[config.mk]
export PLATFORM = sky130hd
export DESIGN_NAME = id_pipe
export DESIGN_NICKNAME = d
export VERILOG_FILES = /design/src/rtl/id_pipe.sv
export SDC_FILE = /design/constraint.sdc
export NUM_CORES = 1
export LEC_CHECK = 0
export BUFFER_PORTS_ARGS = -buffer_cell sky130_fd_sc_hd__buf_2
export CORE_ASPECT_RATIO = 0.9
export CORE_MARGIN = 8
export CORE_UTILIZATION = 56
export CTS_BUF_LIST = sky130_fd_sc_hd__clkbuf_4 sky130_fd_sc_hd__clkbuf_8 sky130_fd_sc_hd__clkbuf_16
export DETAILED_ROUTE_END_ITERATION = 10
export PLACE_DENSITY_LB_ADDON = 0.1
export SYNTH_ARGS = -nofsm -noshare
export SYNTH_HDL_FRONTEND = slang
export SYNTH_SLANG_ARGS = --single-unit
[constraint.sdc]
create_clock -name clk -period 3.3 [get_ports clk]
set_input_delay 0.33 -clock clk [delete_from_list [all_inputs] [get_ports clk]]
set_output_delay 0.33 -clock clk [all_outputs]
set_load 0.1 [all_outputs]
[src/rtl/id_pipe.sv]
// Hack instruction-decode stage: a small input queue with bypass feeding a
// registered decoder output, ready/valid on both sides, flush and an error counter.
module id_pipe #(
    parameter int PC_W   = 15,
    parameter int DEPTH  = 2,
    parameter int ECNT_W = 8,
    parameter int STRICT = 1
) (
    input  logic                       clk,
    input  logic                       rstn,
    input  logic                       in_vld,
    output logic                       in_rdy,
    input  logic [15:0]                in_inst,
    input  logic [PC_W-1:0]            in_pc,
    input  logic                       flush,
    output logic                       out_vld,
    input  logic                       out_rdy,
    output logic [PC_W-1:0]            out_pc,
    output logic [5:0]                 out_alu,
    output logic [1:0]                 out_xsrc,
    output logic [1:0]                 out_ysrc,
    output logic [14:0]                out_imm,
    output logic [2:0]                 out_dst,
    output logic [2:0]                 out_jcond,
    output logic                       out_err,
    output logic [$clog2(DEPTH+1)-1:0] occ,
    output logic [ECNT_W-1:0]          err_cnt
);

    localparam int OCC_W = $clog2(DEPTH + 1);
    localparam int PTR_W = $clog2(DEPTH);
    localparam logic [OCC_W-1:0] DEPTH_OCC = OCC_W'(DEPTH);

    typedef struct packed {
        logic [PC_W-1:0] pc;
        logic [15:0]     inst;
    } raw_t;

    typedef struct packed {
        logic [PC_W-1:0] pc;
        logic [5:0]      alu;
        logic [1:0]      xsrc;
        logic [1:0]      ysrc;
        logic [14:0]     imm;
        logic [2:0]      dst;
        logic [2:0]      jcond;
        logic            err;
    } dec_t;

    function automatic dec_t decode(input raw_t r);
        dec_t d;
        d    = '0;
        d.pc = r.pc;
        if (!r.inst[15]) begin
            d.xsrc = 2'b10;
            d.imm  = r.inst[14:0];
            d.alu  = 6'b001100;
            d.dst  = 3'b100;
        end else begin
            d.alu   = r.inst[11:6];
            d.dst   = r.inst[5:3];
            d.jcond = r.inst[2:0];
            // inst[12] selects M instead of A; only some comp codes accept it
            case (r.inst[11:6])
                6'b001100, 6'b001101, 6'b001110, 6'b001111, 6'b011111: begin
                    d.xsrc = 2'b01;
                    d.err  = r.inst[12];
                end
                6'b101010, 6'b111010, 6'b111111: d.err = r.inst[12];
                6'b000000, 6'b000010, 6'b010011, 6'b000111, 6'b010101: begin
                    d.xsrc = 2'b01;
                    d.ysrc = r.inst[12] ? 2'b10 : 2'b01;
                end
                6'b110000, 6'b110001, 6'b110010, 6'b110011, 6'b110111:
                    d.ysrc = r.inst[12] ? 2'b10 : 2'b01;
                default: d.err = 1'b1;
            endcase
            if (STRICT != 0 && r.inst[14:13] != 2'b11) d.err = 1'b1;
        end
        return d;
    endfunction

    raw_t              mem_q [DEPTH];
    logic [PTR_W-1:0]  wr_ptr_q, wr_ptr_d, rd_ptr_q, rd_ptr_d;
    logic [OCC_W-1:0]  occ_q, occ_d;
    logic              out_vld_q, out_vld_d;
    dec_t              out_q, out_d;
    logic [ECNT_W-1:0] err_cnt_q, err_cnt_d;
    logic              mem_we;
    raw_t              in_raw;

    logic push, load, q_empty, pop, bypass;

    assign in_raw  = '{pc: in_pc, inst: in_inst};
    assign in_rdy  = !flush && (occ_q < DEPTH_OCC);
    assign push    = in_vld && in_rdy;
    assign load    = !out_vld_q || out_rdy;
    assign q_empty = (occ_q == '0);
    assign pop     = load && !q_empty;
    assign bypass  = load && q_empty && push;

    // NOTE: every always_comb output gets a default first, so no path can infer a latch.
    always_comb begin
        wr_ptr_d  = wr_ptr_q;
        rd_ptr_d  = rd_ptr_q;
        occ_d     = occ_q;
        out_vld_d = out_vld_q;
        out_d     = out_q;
        err_cnt_d = err_cnt_q;
        mem_we    = 1'b0;
        if (flush) begin
            wr_ptr_d  = '0;
            rd_ptr_d  = '0;
            occ_d     = '0;
            out_vld_d = 1'b0;
        end else begin
            mem_we = push && !bypass;
            if (mem_we) wr_ptr_d = wr_ptr_q + 1'b1;
            if (pop) begin
                rd_ptr_d  = rd_ptr_q + 1'b1;
                out_d     = decode(mem_q[rd_ptr_q]);
                out_vld_d = 1'b1;
            end else if (bypass) begin
                out_d     = decode(in_raw);
                out_vld_d = 1'b1;
            end else if (load) begin
                out_vld_d = 1'b0;
            end
            case ({mem_we, pop})
                2'b10:   occ_d = occ_q + 1'b1;
                2'b01:   occ_d = occ_q - 1'b1;
                default: occ_d = occ_q;
            endcase
            if (out_vld_q && out_rdy && out_q.err && err_cnt_q != '1)
                err_cnt_d = err_cnt_q + 1'b1;
        end
    end

    // NOTE: sequential state uses non-blocking assignment so all flops update together.
    always_ff @(posedge clk or negedge rstn) begin
        if (!rstn) begin
            wr_ptr_q  <= '0;
            rd_ptr_q  <= '0;
            occ_q     <= '0;
            out_vld_q <= 1'b0;
            out_q     <= '0;
            err_cnt_q <= '0;
        end else begin
            wr_ptr_q  <= wr_ptr_d;
            rd_ptr_q  <= rd_ptr_d;
            occ_q     <= occ_d;
            out_vld_q <= out_vld_d;
            out_q     <= out_d;
            err_cnt_q <= err_cnt_d;
        end
    end

    // NOTE: queue storage is not reset; occupancy and pointers guard every read.
    always_ff @(posedge clk) begin
        if (mem_we) mem_q[wr_ptr_q] <= in_raw;
    end

    assign out_vld   = out_vld_q;
    assign out_pc    = out_q.pc;
    assign out_alu   = out_q.alu;
    assign out_xsrc  = out_q.xsrc;
    assign out_ysrc  = out_q.ysrc;
    assign out_imm   = out_q.imm;
    assign out_dst   = out_q.dst;
    assign out_jcond = out_q.jcond;
    assign out_err   = out_q.err;
    assign occ       = occ_q;
    assign err_cnt   = err_cnt_q;

endmodule

# == Word-level counts from Yosys, hierarchy flattened ==
# Memories as Yosys holds them, arrays and structs flattened.
# Cells that the tools add are included.
# word_totals
memories,1
ramBits,62
output_inout_bits,59
register_bits,60
# op_classes
n_bitwise,1
n_addsub,5
n_lt_le_gt_ge,1
reduce_logical,30
n_mux,35
eq_ne,39
# mem_list
memory,words,width,read_ports,rd_clocked_by_memory_dff,wr,line,rtl
mem_q,2,31,1,0,1,83,raw_t mem_q [DEPTH];
# ops
operator,count
$eq 6x6->1 const B,16
$mux 47,2
$eq 6x4->1 const B,8
$reduce_or 10->1,4
$eq 6x5->1 const B,6
$mux 15,2
$mux 8,2
$reduce_or 8->1,2
$mux 1,15
$mux 2,7
$eq 6x2->1 const B,2
$eq 6x3->1 const B,2
$logic_not 6->1,2
$logic_and 1x1->1,9
$add 8x1->8 const B,1
$mux 4,2
$ne 8x8->1 const B,1
$mux 3,2
$reduce_bool 2->1,3
$logic_not 1->1,4
$ne 2x2->1 const B,2
$pmux 1 s2,2
$pmux 2 s2,1
$reduce_and 2->1,2
other kinds (11),12

# == Logic depth before layout (Yosys ltp) ==
# Gate-level depths: netlist of the first run.
# depth
word_depth,9
mapped_depth,8

# == Worst setup path before layout of the first run ==
# OpenSTA, ideal clock, no wires.
# synth_timing
path_type,register -> register
from,register occ_q[1] (netlist: occ[1])
to,"memory mem_q[0][0] (netlist bit), enable pin"
path_slack_ns,-1.139
arrival_time_ns,4.020
path_buffers,0
synth_period_minus_slack_ns,4.439
stages_incl_launch_ff,4
cell_sequence,dfrtp_1 nor2_1 o211ai_1 nor2_1
# synth_via
elab_chain_len,9
# synth_rtl
element,line,rtl
start: declaration,85,"logic [OCC_W-1:0] occ_q, occ_d;"
start signal: assignment,144,occ_q <= '0;
start signal: assignment,151,occ_q <= occ_d;
$lt 2x2->1 (*),95,assign in_rdy = !flush && (occ_q < DEPTH_OCC);
$logic_and 1x1->1 (*),95,
via in_rdy,12,"output logic in_rdy,"
$logic_and 1x1->1 (*),96,assign push = in_vld && in_rdy;
$logic_and 1x1->1,100,assign bypass = load && q_empty && push;
$logic_not 1->1,117,mem_we = push && !bypass;
$logic_and 1x1->1 (*),117,
$mux 1 (*),111,if (flush) begin
$mux 1 (*),160,if (mem_we) mem_q[wr_ptr_q] <= in_raw;
$mux 1 (not written as such) (*),160,
end: declaration,83,
# Mark *: on every way through the listed nets, which the timed path passes. The rest lies on a longest branch.

# == Worst setup path in the final report of the first run ==
# layout_timing
from,register out_vld_q (netlist: out_vld)
to,"register out_q, in the netlist out_pc[7]"
# layout_via
elab_chain_len,6
# layout_rtl
element,line,rtl
start: declaration,86,"logic out_vld_q, out_vld_d;"
start signal: assignment,152,out_vld_q <= out_vld_d;
$logic_not 1->1 (*),97,assign load = !out_vld_q || out_rdy;
$logic_or 1x1->1 (*),97,
$logic_and 1x1->1 (2 in series),100,
$reduce_bool 2->1 (no source line),n/a,
$reduce_and 2->1 (no source line),n/a,
end signal: assignment,153,out_q <= out_d;
end: declaration,87,"dec_t out_q, out_d;"
# Every way passes the cells marked *; elsewhere a longest branch is shown, timed or not.
# A chain may end at the register's enable or synchronous reset.

==> metrics.log, run 1 <==
INFO  metric result_of_the_run = finished, final reports clean
INFO  metric postRouteWirelength = approximately 13 mm
INFO  metric hold_path_sink = mem_q[0][19]
INFO  metric chipWidth = 120 µm
INFO  metric finClkSkew = ~8.4 ps
INFO  metric launch_instance_of_the_worst_register_to_register_path = out_vld
INFO  metric fp-row-count = 34
INFO  metric timing.final.crit_share = 74.2%
INFO  metric clk_pin_slew_worst_paths = 60 ps
INFO  metric synthesis.instances = 468
INFO  metric syn_to_final_growth = 21.5%
INFO  metric max_cap_viol_count = 0
INFO  metric initial_utilization = 57.1%
INFO  metric critical_path.endpoint_type = flip-flop
INFO  metric power.total = 4.90 mW
INFO  metric first_pass_grt_wire_length = 20.6 mm
INFO  metric intPower = 2.96 mW
INFO  metric max_slew_margin = 50.8%
INFO  metric place_congestion = 0.826
INFO  metric synth_unique_cells = 57
INFO  metric final_net_count = 604
INFO  metric syn-mean-instance-area = 11.7 µm²
INFO  metric synth_edf_count = 62
INFO  metric core_area = 0.00957 mm²
INFO  metric drt-wirelength-per-cell = 18.3 µm
INFO  metric clock_sink_count = about 120
INFO  metric cts_max_level = 4
INFO  metric cp_max_delay_cell = sky130_fd_sc_hd__or3_2
INFO  metric comb_power_share = 28.3%
INFO  metric ys_seq_area_share = between 60 and 70%
INFO  metric grtUsageMet2 = between 30% and 40%
INFO  metric die_h = 110 µm
INFO  metric path_class = reg -> reg
INFO  metric maximum_ir_drop_on_the_vdd_rail = 0.650 mV
INFO  metric reg2regPathDepth = 4
INFO  metric dr.pass1.iters = 4
INFO  metric clock_path_buffers = 2
INFO  metric max_clock_freq = 409 MHz
INFO  metric avgViaCountPerCell = roughly 5.7
INFO  metric hold-path-cell-count = 1
INFO  metric yosysWarningCount = 0
INFO  metric worst-r2r-setup-slack = roughly 850 ps
INFO  metric number_of_antenna_violations_at_the_first_check_in_global_routing = 0
INFO  metric cts_inserted_buffers = 17
INFO  metric final_setup_violation_count = 0
INFO  metric crit_required = 3670 ps
INFO  metric max_slew.worst_pin.slew = 736 ps
INFO  metric synthArstFlopShare = between 40 and 50%
INFO  metric setup-tns-final = 0 ps
INFO  metric floorplan.die_area = 0.0132 mm²
INFO  metric power_density = 737 mW/mm²
INFO  metric cts.root.buffer_cell = sky130_fd_sc_hd__clkbuf_8
INFO  metric layout_cell_share_with_drive_strength_beyond_1 = 27.1%
INFO  metric critical_path.cell_chain = nor2b_1, or3_2, buf_4, o21ai_0
INFO  metric io_pins = 95
INFO  metric p_switching = 1.94 mW
INFO  metric global_route.usage.met3 = roughly 5.5%
INFO  metric dr_total_vias = between 4,000 and 5,000
INFO  metric detail_route.drc_violations = 0
INFO  metric clockPowerShare = around a third
INFO  metric post_cts.resized_instances = 0
INFO  metric synth_top_flop_cell = sky130_fd_sc_hd__edfxtp_1
INFO  metric antenna_left = 0
INFO  metric cts_hold_repair.buffers = 9
INFO  metric arrival = 2820 ps
INFO  metric timing.hold.worst.class = in -> reg
INFO  metric total_inserted_antenna_cells = 0
INFO  metric cts_setup_buffers = 0
INFO  metric total_global_routing_track_utilization = 20.1%
INFO  metric rr_endpoint = out_pc[7]
INFO  metric power.leakage = roughly 2.7 nW
INFO  metric grt_setup_unrepaired = false
INFO  metric layout_min_cycle_time = 2450 ps
INFO  metric min-delay-start = in_pc[3]
INFO  metric clock_latency = 520 ps
INFO  metric worstSetupStartpointType = flip-flop
INFO  metric synth-seq-cells = about 120
INFO  metric place.detailed.hpwl = about 8.5 mm
INFO  metric cpPeakStageDelay = 650 ps
INFO  metric global_route.peak_usage_layer = met2
INFO  metric p_seq_share = 37.4%
INFO  metric power_switching_share = 39.6%
INFO  metric buffer_ports.inserted = 94
INFO  metric violation_count_after_the_first_detailed_route_iteration = approximately 290
INFO  metric grt.overflow.total = 0
INFO  metric drv_slew = 0
INFO  metric timing_hold_violations_final = 0
INFO  metric grt_pass1_vias = 4,056
INFO  metric syn-cell-area = 0.00547 mm²
INFO  metric grt_start_max_net_pins = 45
INFO  metric worst-path-max-fanout = 44
INFO  metric synth_fp_nets = 505
INFO  metric use_met1 = about a quarter
INFO  metric clock_tree_from_tritoncts = yes
[worst max-delay path by stage]
stage                        from  slack, ps  cells after the start           end
after floorplan            occ[1]        250                      3   mem_q[0][0]
after global placement    out_rdy        910                      5  out_jcond[0]
after detailed placement  out_rdy        810                      5    out_pc[12]
after CTS                 out_vld        870                      4     out_pc[7]
after global routing      out_vld        640                      4     out_pc[8]
final                     out_vld        850                      4     out_pc[7]
[critical path, delay by kind of cell (launching register included)]
kind,cells,cell delay (ps)
compound gates,1,180
simple gates,2,1260
buf+inv,1,470
flops,1,360
[state kept, by name, summed over array words and instances, names as in the netlist]
register,flops
err_cnt,8
out_err,1
occ,2
out_ysrc,2
out_pc,15
out_vld,1
out_xsrc,2
out_alu,6
wr_ptr_q,1
rd_ptr_q,1
out_imm,15
out_dst,3
out_jcond,3
mem_q,62
[synth_stat cells, types with 3 or more instances]
| cell type | number | share of area, % |
|---|---|---|
| sky130_fd_sc_hd__edfxtp_1 | 62 | 34 |
| sky130_fd_sc_hd__nand2_1 | 62 | 4.3 |
| sky130_fd_sc_hd__dfrtp_1 | 60 | 27 |
| sky130_fd_sc_hd__nor2_1 | 55 | 3.8 |
| sky130_fd_sc_hd__o21ai_0 | 51 | 4.7 |
| sky130_fd_sc_hd__mux2i_1 | 29 | 5.3 |
| sky130_fd_sc_hd__clkbuf_1 | 16 | 1.1 |
| sky130_fd_sc_hd__a221oi_1 | 12 | 1.9 |
| sky130_fd_sc_hd__a21oi_1 | 10 | 0.92 |
| sky130_fd_sc_hd__mux2_2 | 8 | 1.6 |
| sky130_fd_sc_hd__a2bb2oi_1 | 7 | 1.1 |
| sky130_fd_sc_hd__xnor2_1 | 7 | 1.1 |
| sky130_fd_sc_hd__nor3_1 | 6 | 0.55 |
| sky130_fd_sc_hd__buf_4 | 5 | 0.69 |
| sky130_fd_sc_hd__and3_1 | 4 | 0.46 |
| sky130_fd_sc_hd__buf_2 | 4 | 0.37 |
| sky130_fd_sc_hd__buf_6 | 4 | 0.82 |
| sky130_fd_sc_hd__nand4_1 | 4 | 0.46 |
| sky130_fd_sc_hd__nor2b_1 | 4 | 0.46 |
| sky130_fd_sc_hd__o211ai_1 | 4 | 0.55 |
| sky130_fd_sc_hd__xor2_1 | 4 | 0.64 |
| sky130_fd_sc_hd__a211oi_1 | 3 | 0.41 |
| sky130_fd_sc_hd__mux2_4 | 3 | 0.82 |
| sky130_fd_sc_hd__nand3_1 | 3 | 0.27 |
| sky130_fd_sc_hd__o22ai_1 | 3 | 0.34 |
[final cells by class]
class,count,area [µm²]
Sequential cell,122,3360
Tap cell,126,158
Fill cell,710,2930
Inverter,2,7.51
Clock buffer,17,414
Multi-Input combinational cell,313,1950
Timing Repair Buffer,111,621
Clock inverter,15,126
[layout by cell type (no fill, tap or decap), drive strengths merged, types with 2 or more instances in the layout]
| cell type | instances |
|---|---|
| xor2 | 4 |
| nor2 | 56 |
| edfxtp | 62 |
| nor3 | 8 |
| nor2b | 4 |
| o21ai | 52 |
| xnor2 | 7 |
| nor3b | 2 |
| dfrtp | 60 |
| a221oi | 12 |
| o21a | 3 |
| inv | 4 |
| nor4 | 2 |
| mux2 | 11 |
| o211ai | 5 |
| nand4 | 4 |
| or3 | 3 |
| nand2 | 62 |
| mux2i | 30 |
| o22ai | 3 |
| clkinvlp | 4 |
| and3 | 4 |
| a21oi | 10 |
| a2bb2oi | 7 |
| a211oi | 3 |
| buf | 102 |
| clkbuf | 17 |
| dlygate4sd3 | 9 |
| clkinv | 8 |
| nand3 | 3 |
[metrics by stage]
stage	util [%]	instance area (µm²)	setup slack, ps	instances	hold WS, ps
global placement	62.8	6010	914	665	411
detailed placement	62.8	6010	810	665	427
global route	69.4	6640	642	706	3.86
CTS	69.4	6640	866	706	1.11
floorplan	-	5480	252	468	34.4
finish	69.4	6640	852	706	18.8
[metal layers]
metal	up-vias	wire length, µm	share of wire [%]
li1	1910	-	-
met1	1983	5720	44
met2	119	6200	48
met3	25	752	5.8
met4	0	274	2.1
met5	-	0	0
[power by group through the flow]
| stage | Combinational [mW] | Clock, mW | Sequential (mW) |
|---|---|---|---|
| 2_1_floorplan | 0.271 | 0 | 2.71 |
| 4_1_cts | 1.40 | 1.70 | 1.83 |
| 3_5_place_dp | 1.38 | 0 | 1.86 |
| 3_3_place_gp | 1.37 | 0 | 1.85 |
| 5_1_grt | 1.45 | 1.76 | 1.85 |
| 6_report | 1.39 | 1.68 | 1.83 |
[logic make-up after synthesis]
family	after synthesis	synth area share [%]
flops	122	61.5
compound gates	108	12.7
simple gates	152	12.3
buf+inv	33	3.25
xor+xnor	11	1.76
fa+ha+maj	1	0.229
mux	41	8.19
Power figures use the tool's default switching activity.
==> inputs of run 2 (changes only) <==
==> constraint.sdc (replaced) <==
create_clock -name clk -period 2.3 [get_ports clk]
set_input_delay 0.23 -clock clk [delete_from_list [all_inputs] [get_ports clk]]
set_output_delay 0.23 -clock clk [all_outputs]
set_load 0.1 [all_outputs]
==> metrics.log, run 2 (synthesis results as in run 1) <==
INFO  metric timing_hold_violations_final = 0
INFO  metric origin_of_the_worst_setup_path = rd_ptr_q
INFO  metric cts.root.buffer_cell = sky130_fd_sc_hd__clkbuf_8
INFO  metric grt_start_max_net_pins = 42
INFO  metric power.leakage = around 2.8 nW
INFO  metric arrival = 2540 ps
INFO  metric clock_path_buffers = 2
INFO  metric layout_min_cycle_time = 2090 ps
INFO  metric worst-path-max-fanout = 14
INFO  metric syn_to_final_growth = 27.9%
INFO  metric most_frequent_cells_in_the_layout = sky130_fd_sc_hd__buf_2, sky130_fd_sc_hd__nand2_1, sky130_fd_sc_hd__edfxtp_1
INFO  metric setup_slack = slightly above 200 ps
INFO  metric dr_total_vias = 4,137
INFO  metric io_pins = 95
INFO  metric place.detailed.hpwl = 8.82 mm
INFO  metric result_of_the_run = finished, final reports clean
INFO  metric violation_count_after_the_first_detailed_route_iteration = approximately 310
INFO  metric final_common_cell = sky130_fd_sc_hd__buf_2
INFO  metric final_area = 0.00699 mm²
INFO  metric power_switching_share = 38.4%
INFO  metric drt-wirelength-per-cell = approximately 18 µm
INFO  metric detail_route.drc_violations = 0
INFO  metric max_slew_margin = just under 50%
INFO  metric clk_pin_slew_worst_paths = approximately 60 ps
INFO  metric intPower = approximately 4.5 mW
INFO  metric p_seq_share = 35.5%
INFO  metric chipWidth = approximately 120 µm
INFO  metric registers.top_by_ff_count = mem_q
INFO  metric floorplan.die_area = around 0.013 mm²
INFO  metric place_ws = 194 ps
INFO  metric comb_power_share = roughly 28%
INFO  metric critical_path.endpoint_type = flip-flop
INFO  metric grt_pass1_vias = 4,253
INFO  metric core_area = about 0.0096 mm²
INFO  metric finClkSkew = 6.70 ps
INFO  metric cts_max_level = 4
INFO  metric postRouteWirelength = 13.2 mm
INFO  metric cp_max_delay_cell = sky130_fd_sc_hd__dfrtp_2
INFO  metric path_class = reg -> reg
INFO  metric layout_cell_share_with_drive_strength_beyond_1 = 28.7%
INFO  metric min-delay-start = flush
INFO  metric first_pass_grt_wire_length = 21.3 mm
INFO  metric total_global_routing_track_utilization = 20.6%
INFO  metric timing.hold.worst.class = in -> reg
INFO  metric die_h = 110 µm
INFO  metric clockPowerShare = 36.7%
INFO  metric cpPeakStageDelay = 570 ps
INFO  metric total_inserted_antenna_cells = 0
INFO  metric launch_instance_of_the_worst_register_to_register_path = rd_ptr_q
INFO  metric grt.overflow.total = 0
INFO  metric fp-row-count = 34
INFO  metric worstSetupStartpointType = flip-flop
INFO  metric drv_slew = 0
INFO  metric place_congestion = about 0.86
INFO  metric clock_latency = 510 ps
INFO  metric power.total = about 7.4 mW
INFO  metric final_net_count = 630
INFO  metric antenna_left = 0
INFO  metric final_setup_violation_count = 0
INFO  metric flip_flop_count_of_the_largest_register_all_copies_and_words_added = 62
INFO  metric crit_required = 2750 ps
INFO  metric max_cap_viol_count = 0
INFO  metric p_switching = 2.83 mW
INFO  metric clock_sink_count = 122
INFO  metric buffer_ports.inserted = 94
INFO  metric initial_utilization = 57.1%
INFO  metric dr.pass1.iters = 7
INFO  metric maximum_ir_drop_on_the_vdd_rail = 0.711 mV
INFO  metric timing.final.crit_share = approximately nine tenths
INFO  metric critical_path.cell_chain = buf_4, mux2_4, nor3_1, o21ai_0, a211oi_1, o22a_1
INFO  metric power_density = 1050 mW/mm²
INFO  metric clock_tree_from_tritoncts = yes
INFO  metric placed_area = 0.00612 mm²
INFO  metric number_of_antenna_violations_at_the_first_check_in_global_routing = 0
INFO  metric cts_inserted_buffers = 17
INFO  metric max_slew.worst_pin.slew = 756 ps
INFO  metric grt_setup_unrepaired = false
INFO  metric avgViaCountPerCell = 5.65
INFO  metric max_clock_freq = roughly 480 MHz
-- run 2: changes by cell type in the layout (fill, tap and decap cells not counted), sizes merged --
cell	before	now
buf	102	111
bufinv	1	3
clkbuf	17	18
clkinv	8	4
clkinvlp	4	2
dlygate4sd3	9	26
inv	4	7
-- run 2: area by class of cell --
cell class / instances / area, µm²
Clock buffer: 18 / 422
Sequential cell: 122 / 3370
Clock inverter: 14 / 186
Fill cell: 665 / 2580
Inverter: 2 / 7.51
Multi-Input combinational cell: 313 / 1950
Timing Repair Buffer: 137 / 896
Tap cell: 126 / 158
-- run 2: final timing paths --
| check | to | slack (ps) | depth (start not counted) |
|---|---|---|---|
| max | out_xsrc[0] | 210 | 6 |
| min reg2reg | out_imm[3] | 480 | 2 |
| min | occ[1] | 20 | 2 |
| max reg2reg | out_xsrc[0] | 210 | 6 |
| max in group asynchronous | err_cnt[0] | 1430 | 3 |
| min in group asynchronous | out_ysrc[0] | 240 | 2 |
-- run 2: critical path, delay by kind of cell, from the launching register on --
kind                   cells  cell delay (ps)
AOI/OAI and AO/OA          3              680
and+or+nand+nor            1              180
DFF                        1              570
buffers and inverters      1              240
muxes                      1              360
-- run 2: power groups by stage --
| stage | clock [mW] | sequential (mW) | combinational, mW |
|---|---|---|---|
| 5_1_grt | 2.81 | 2.64 | 2.15 |
| 3_3_place_gp | 0 | 2.65 | 2.00 |
| 6_report | 2.70 | 2.62 | 2.05 |
| 4_1_cts | 2.74 | 2.62 | 2.06 |
| 3_5_place_dp | 0 | 2.66 | 2.02 |
| 2_1_floorplan | 0 | 3.89 | 0.390 |
-- run 2: per-layer routing --
layer / share of wire (%) / wire, µm / vias to the layer above / track usage (%)
met3: 6.4 / 840 / 23 / 5.80
met1: 42 / 5610 / 2011 / 24.1
met4: 1.5 / 198 / 0 / 9.08
met5: 0 / 0 / - / 0
met2: 50 / 6570 / 134 / 35.2
li1: - / - / 1969 / -
-- run 2: metrics by stage --
stage	util (%)	setup TNS, ps	hold slack [ps]	cells
5_1_grt	73.1	0	19.8	732
4_1_cts	73.0	0	0.798	732
3_5_place_dp	64.0	0	234	674
6_report	73.1	0	22.5	732
3_3_place_gp	64.0	0	224	674
2_1_floorplan	-	-12930	-65.6	468
-- run 2: repair_timing --
action	CTS	global route
resized for setup	0	1
endpoints found under the setup margin	0	15
hold endpoints to repair	69	0
hold buffers	26	0
buffers inserted	0	0
==> inputs of run 3 (changes only) <==
--- a/config.mk
+++ b/config.mk
@@ -5,10 +5,13 @@
 export SDC_FILE = /design/constraint.sdc
 export NUM_CORES = 1
 export LEC_CHECK = 0
+export ABC_AREA = 1
 export BUFFER_PORTS_ARGS = -buffer_cell sky130_fd_sc_hd__buf_2
+export CELL_PAD_IN_SITES_DETAIL_PLACEMENT = 1
+export CELL_PAD_IN_SITES_GLOBAL_PLACEMENT = 2
 export CORE_ASPECT_RATIO = 0.9
 export CORE_MARGIN = 8
-export CORE_UTILIZATION = 56
+export CORE_UTILIZATION = 35
 export CTS_BUF_LIST = sky130_fd_sc_hd__clkbuf_4 sky130_fd_sc_hd__clkbuf_8 sky130_fd_sc_hd__clkbuf_16
 export DETAILED_ROUTE_END_ITERATION = 10
 export PLACE_DENSITY_LB_ADDON = 0.1
==> metrics.log, run 3 <==
INFO  metric initial_utilization = ~36%
INFO  metric most_frequent_cells_in_the_layout = sky130_fd_sc_hd__nand2_1, sky130_fd_sc_hd__buf_2, sky130_fd_sc_hd__o21ai_0
INFO  metric io_pins = 95
INFO  metric final_common_cell = sky130_fd_sc_hd__nand2_1
INFO  metric synth_fp_nets = 588
INFO  metric cell_taking_the_most_area_after_synthesis = sky130_fd_sc_hd__edfxtp_1
INFO  metric synth.cells.most_frequent = sky130_fd_sc_hd__nand2_1, sky130_fd_sc_hd__o21ai_0, sky130_fd_sc_hd__nor2_1, sky130_fd_sc_hd__edfxtp_1, sky130_fd_sc_hd__dfrtp_1
INFO  metric origin_of_the_worst_setup_path = occ[1]
INFO  metric drv_slew = 0
INFO  metric synthesis.instances = 551
INFO  metric number_of_antenna_violations_at_the_first_check_in_global_routing = 0
INFO  metric yosys.cell_count.top_type = sky130_fd_sc_hd__nand2_1
INFO  metric timing.final.crit_share = 90.4%
INFO  metric dr_total_vias = 4,308
INFO  metric worst-r2r-setup-slack = 220 ps
INFO  metric arrival = 2110 ps
INFO  metric timing_hold_violations_final = 0
INFO  metric worst-path-max-fanout = 32
INFO  metric synth_edf_count = just over 60
INFO  metric ys_seq_area_share = 61.6%
INFO  metric worstSetupStartpointType = flip-flop
INFO  metric fp-row-count = 43
INFO  metric total_inserted_antenna_cells = 0
INFO  metric drt-wirelength-per-cell = 17.5 µm
INFO  metric total_global_routing_track_utilization = 16.0%
INFO  metric synth_unique_cells = 39
INFO  metric syn-cell-area = 0.00546 mm²
INFO  metric final_setup_violation_count = 0
INFO  metric flip_flop_count_of_the_largest_register_all_copies_and_words_added = 62
INFO  metric max_cap_viol_count = 0
INFO  metric max_clock_freq = 481 MHz
INFO  metric result_of_the_run = finished, final reports clean
INFO  metric grt_pass1_vias = 4,738
INFO  metric timing.hold.worst.class = in -> reg
INFO  metric yosysTopAreaCellShare = about a third
INFO  metric synth_top_cells_by_area = sky130_fd_sc_hd__edfxtp_1, sky130_fd_sc_hd__dfrtp_1, sky130_fd_sc_hd__nand2_1
INFO  metric place_ws = approximately 88 ps
INFO  metric rr_endpoint = mem_q[1][8]
INFO  metric yosysWarningCount = 0
INFO  metric critical_path.endpoint_type = flip-flop
INFO  metric clock_sink_count = 122
INFO  metric chipWidth = 148 µm
INFO  metric worstSetupEndpoint = mem_q[1][8]
INFO  metric floorplan.die_area = 0.0199 mm²
INFO  metric registers.top_by_ff_count = mem_q
INFO  metric layout_min_cycle_time = 2080 ps
INFO  metric finClkSkew = 9.71 ps
INFO  metric place.detailed.hpwl = approximately 11 mm
INFO  metric grt_setup_unrepaired = false
INFO  metric synthArstFlopShare = just under 50%
INFO  metric first_pass_grt_wire_length = 25.1 mm
INFO  metric max_slew.worst_pin.slew = 987 ps
INFO  metric antenna_left = 0
INFO  metric syn_to_final_growth = 25.0%
INFO  metric cts_max_level = 4
INFO  metric grt_start_max_net_pins = 48
INFO  metric grt.overflow.total = 0
INFO  metric setup_slack = 221 ps
INFO  metric clock_latency = 410 ps
INFO  metric clock_tree_from_tritoncts = yes
INFO  metric max_slew_margin = 34.1%
INFO  metric place_congestion = just over 0.8
INFO  metric reg2regPathDepth = 6
INFO  metric clk_pin_slew_worst_paths = 60 ps
INFO  metric dr.pass1.iters = 4
INFO  metric path_class = reg -> reg
INFO  metric crit_required = 2330 ps
INFO  metric final_net_count = 690
INFO  metric core_area = approximately 0.015 mm²
INFO  metric cts.root.buffer_cell = sky130_fd_sc_hd__clkbuf_16
INFO  metric postRouteWirelength = 15.2 mm
INFO  metric detail_route.drc_violations = 0
INFO  metric launch_instance_of_the_worst_register_to_register_path = occ[1]
INFO  metric synth-seq-cells = 122
INFO  metric clock_path_buffers = 2
INFO  metric die_h = 134 µm
INFO  metric buffer_ports.inserted = 94
INFO  metric avgViaCountPerCell = 4.96
INFO  metric synth_top_flop_cell = sky130_fd_sc_hd__edfxtp_1
INFO  metric syn-mean-instance-area = between 9 and 10 µm²
INFO  metric layout_cell_share_with_drive_strength_beyond_1 = approximately 27%
INFO  metric cts_inserted_buffers = 17
INFO  metric violation_count_after_the_first_detailed_route_iteration = 140
run 3: critical path, stage by stage (launching register included):
cell                      delay (ps)
sky130_fd_sc_hd__dfrtp_4         450
sky130_fd_sc_hd__nor2_2           90
sky130_fd_sc_hd__inv_1            90
sky130_fd_sc_hd__nor2_1           80
sky130_fd_sc_hd__nor2_4          150
sky130_fd_sc_hd__inv_2            80
sky130_fd_sc_hd__nor2_4          750
run 3: timing repair:
| action | in CTS | in global routing |
|---|---|---|
| hold buffers | 1 | 0 |
| endpoints found under the setup margin | 0 | 62 |
| gates resized for setup | 0 | 1 |
| hold endpoints to repair | 13 | 0 |
| buffers inserted | 0 | 0 |
run 3: worst min-delay path by stage:
stage,start,to,cells after the start
floorplan,rstn,err_cnt[0],0
global placement,rstn,out_pc[11],1
global route,in_pc[12],mem_q[0][28],1
detailed placement,rstn,out_pc[13],1
CTS,in_pc[11],mem_q[0][27],1
finish,in_pc[11],mem_q[0][27],1
run 3: routing by layer:
metal / up-vias / GRT usage [%] / wire length, µm
met4: 0 / 5.60 / 174
met5: - / 0 / 0
met1: 2139 / 19.9 / 6830
met3: 14 / 4.08 / 792
li1: 2057 / - / -
met2: 98 / 26.8 / 7360
run 3: cell type report:
cell class | instances | area [µm²]
Fill cell | 1766 | 8510
Sequential cell | 122 | 3370
Multi-Input combinational cell | 373 | 1870
Timing Repair Buffer | 104 | 573
Clock buffer | 24 | 490
Tap cell | 202 | 253
Inverter | 35 | 136
Clock inverter | 8 | 121
run 3: cell families (layout without fill, tap and decap cells):
logic type | count (synthesis) | count (layout) | share of synthesized area, %
xor+xnor | 7 | 7 | 1.12
buf+inv | 56 | 171 | 4.72
simple gates | 240 | 240 | 19.0
mux | 9 | 9 | 1.67
compound gates | 116 | 116 | 11.6
fa+ha+maj | 1 | 1 | 0.229
flops | 122 | 122 | 61.6
run 3: through the flow:
stage / instances / util [%] / instance area [µm²] / hold WS, ps / setup TNS [ps]
final: 868 / 44.5 / 6820 / 27.0 / 0
after global routing: 868 / 44.5 / 6820 / 17.0 / 0
after CTS: 868 / 44.5 / 6820 / 5.28 / 0
after detailed placement: 835 / 40.4 / 6190 / 168 / 0
after global placement: 835 / 40.4 / 6190 / 156 / 0
after floorplan: 551 / - / 5500 / -65.6 / -7420
Power of run 3 is not shown: default switching activity piles up to over one toggle a cycle in this logic, so the estimate is an artifact.
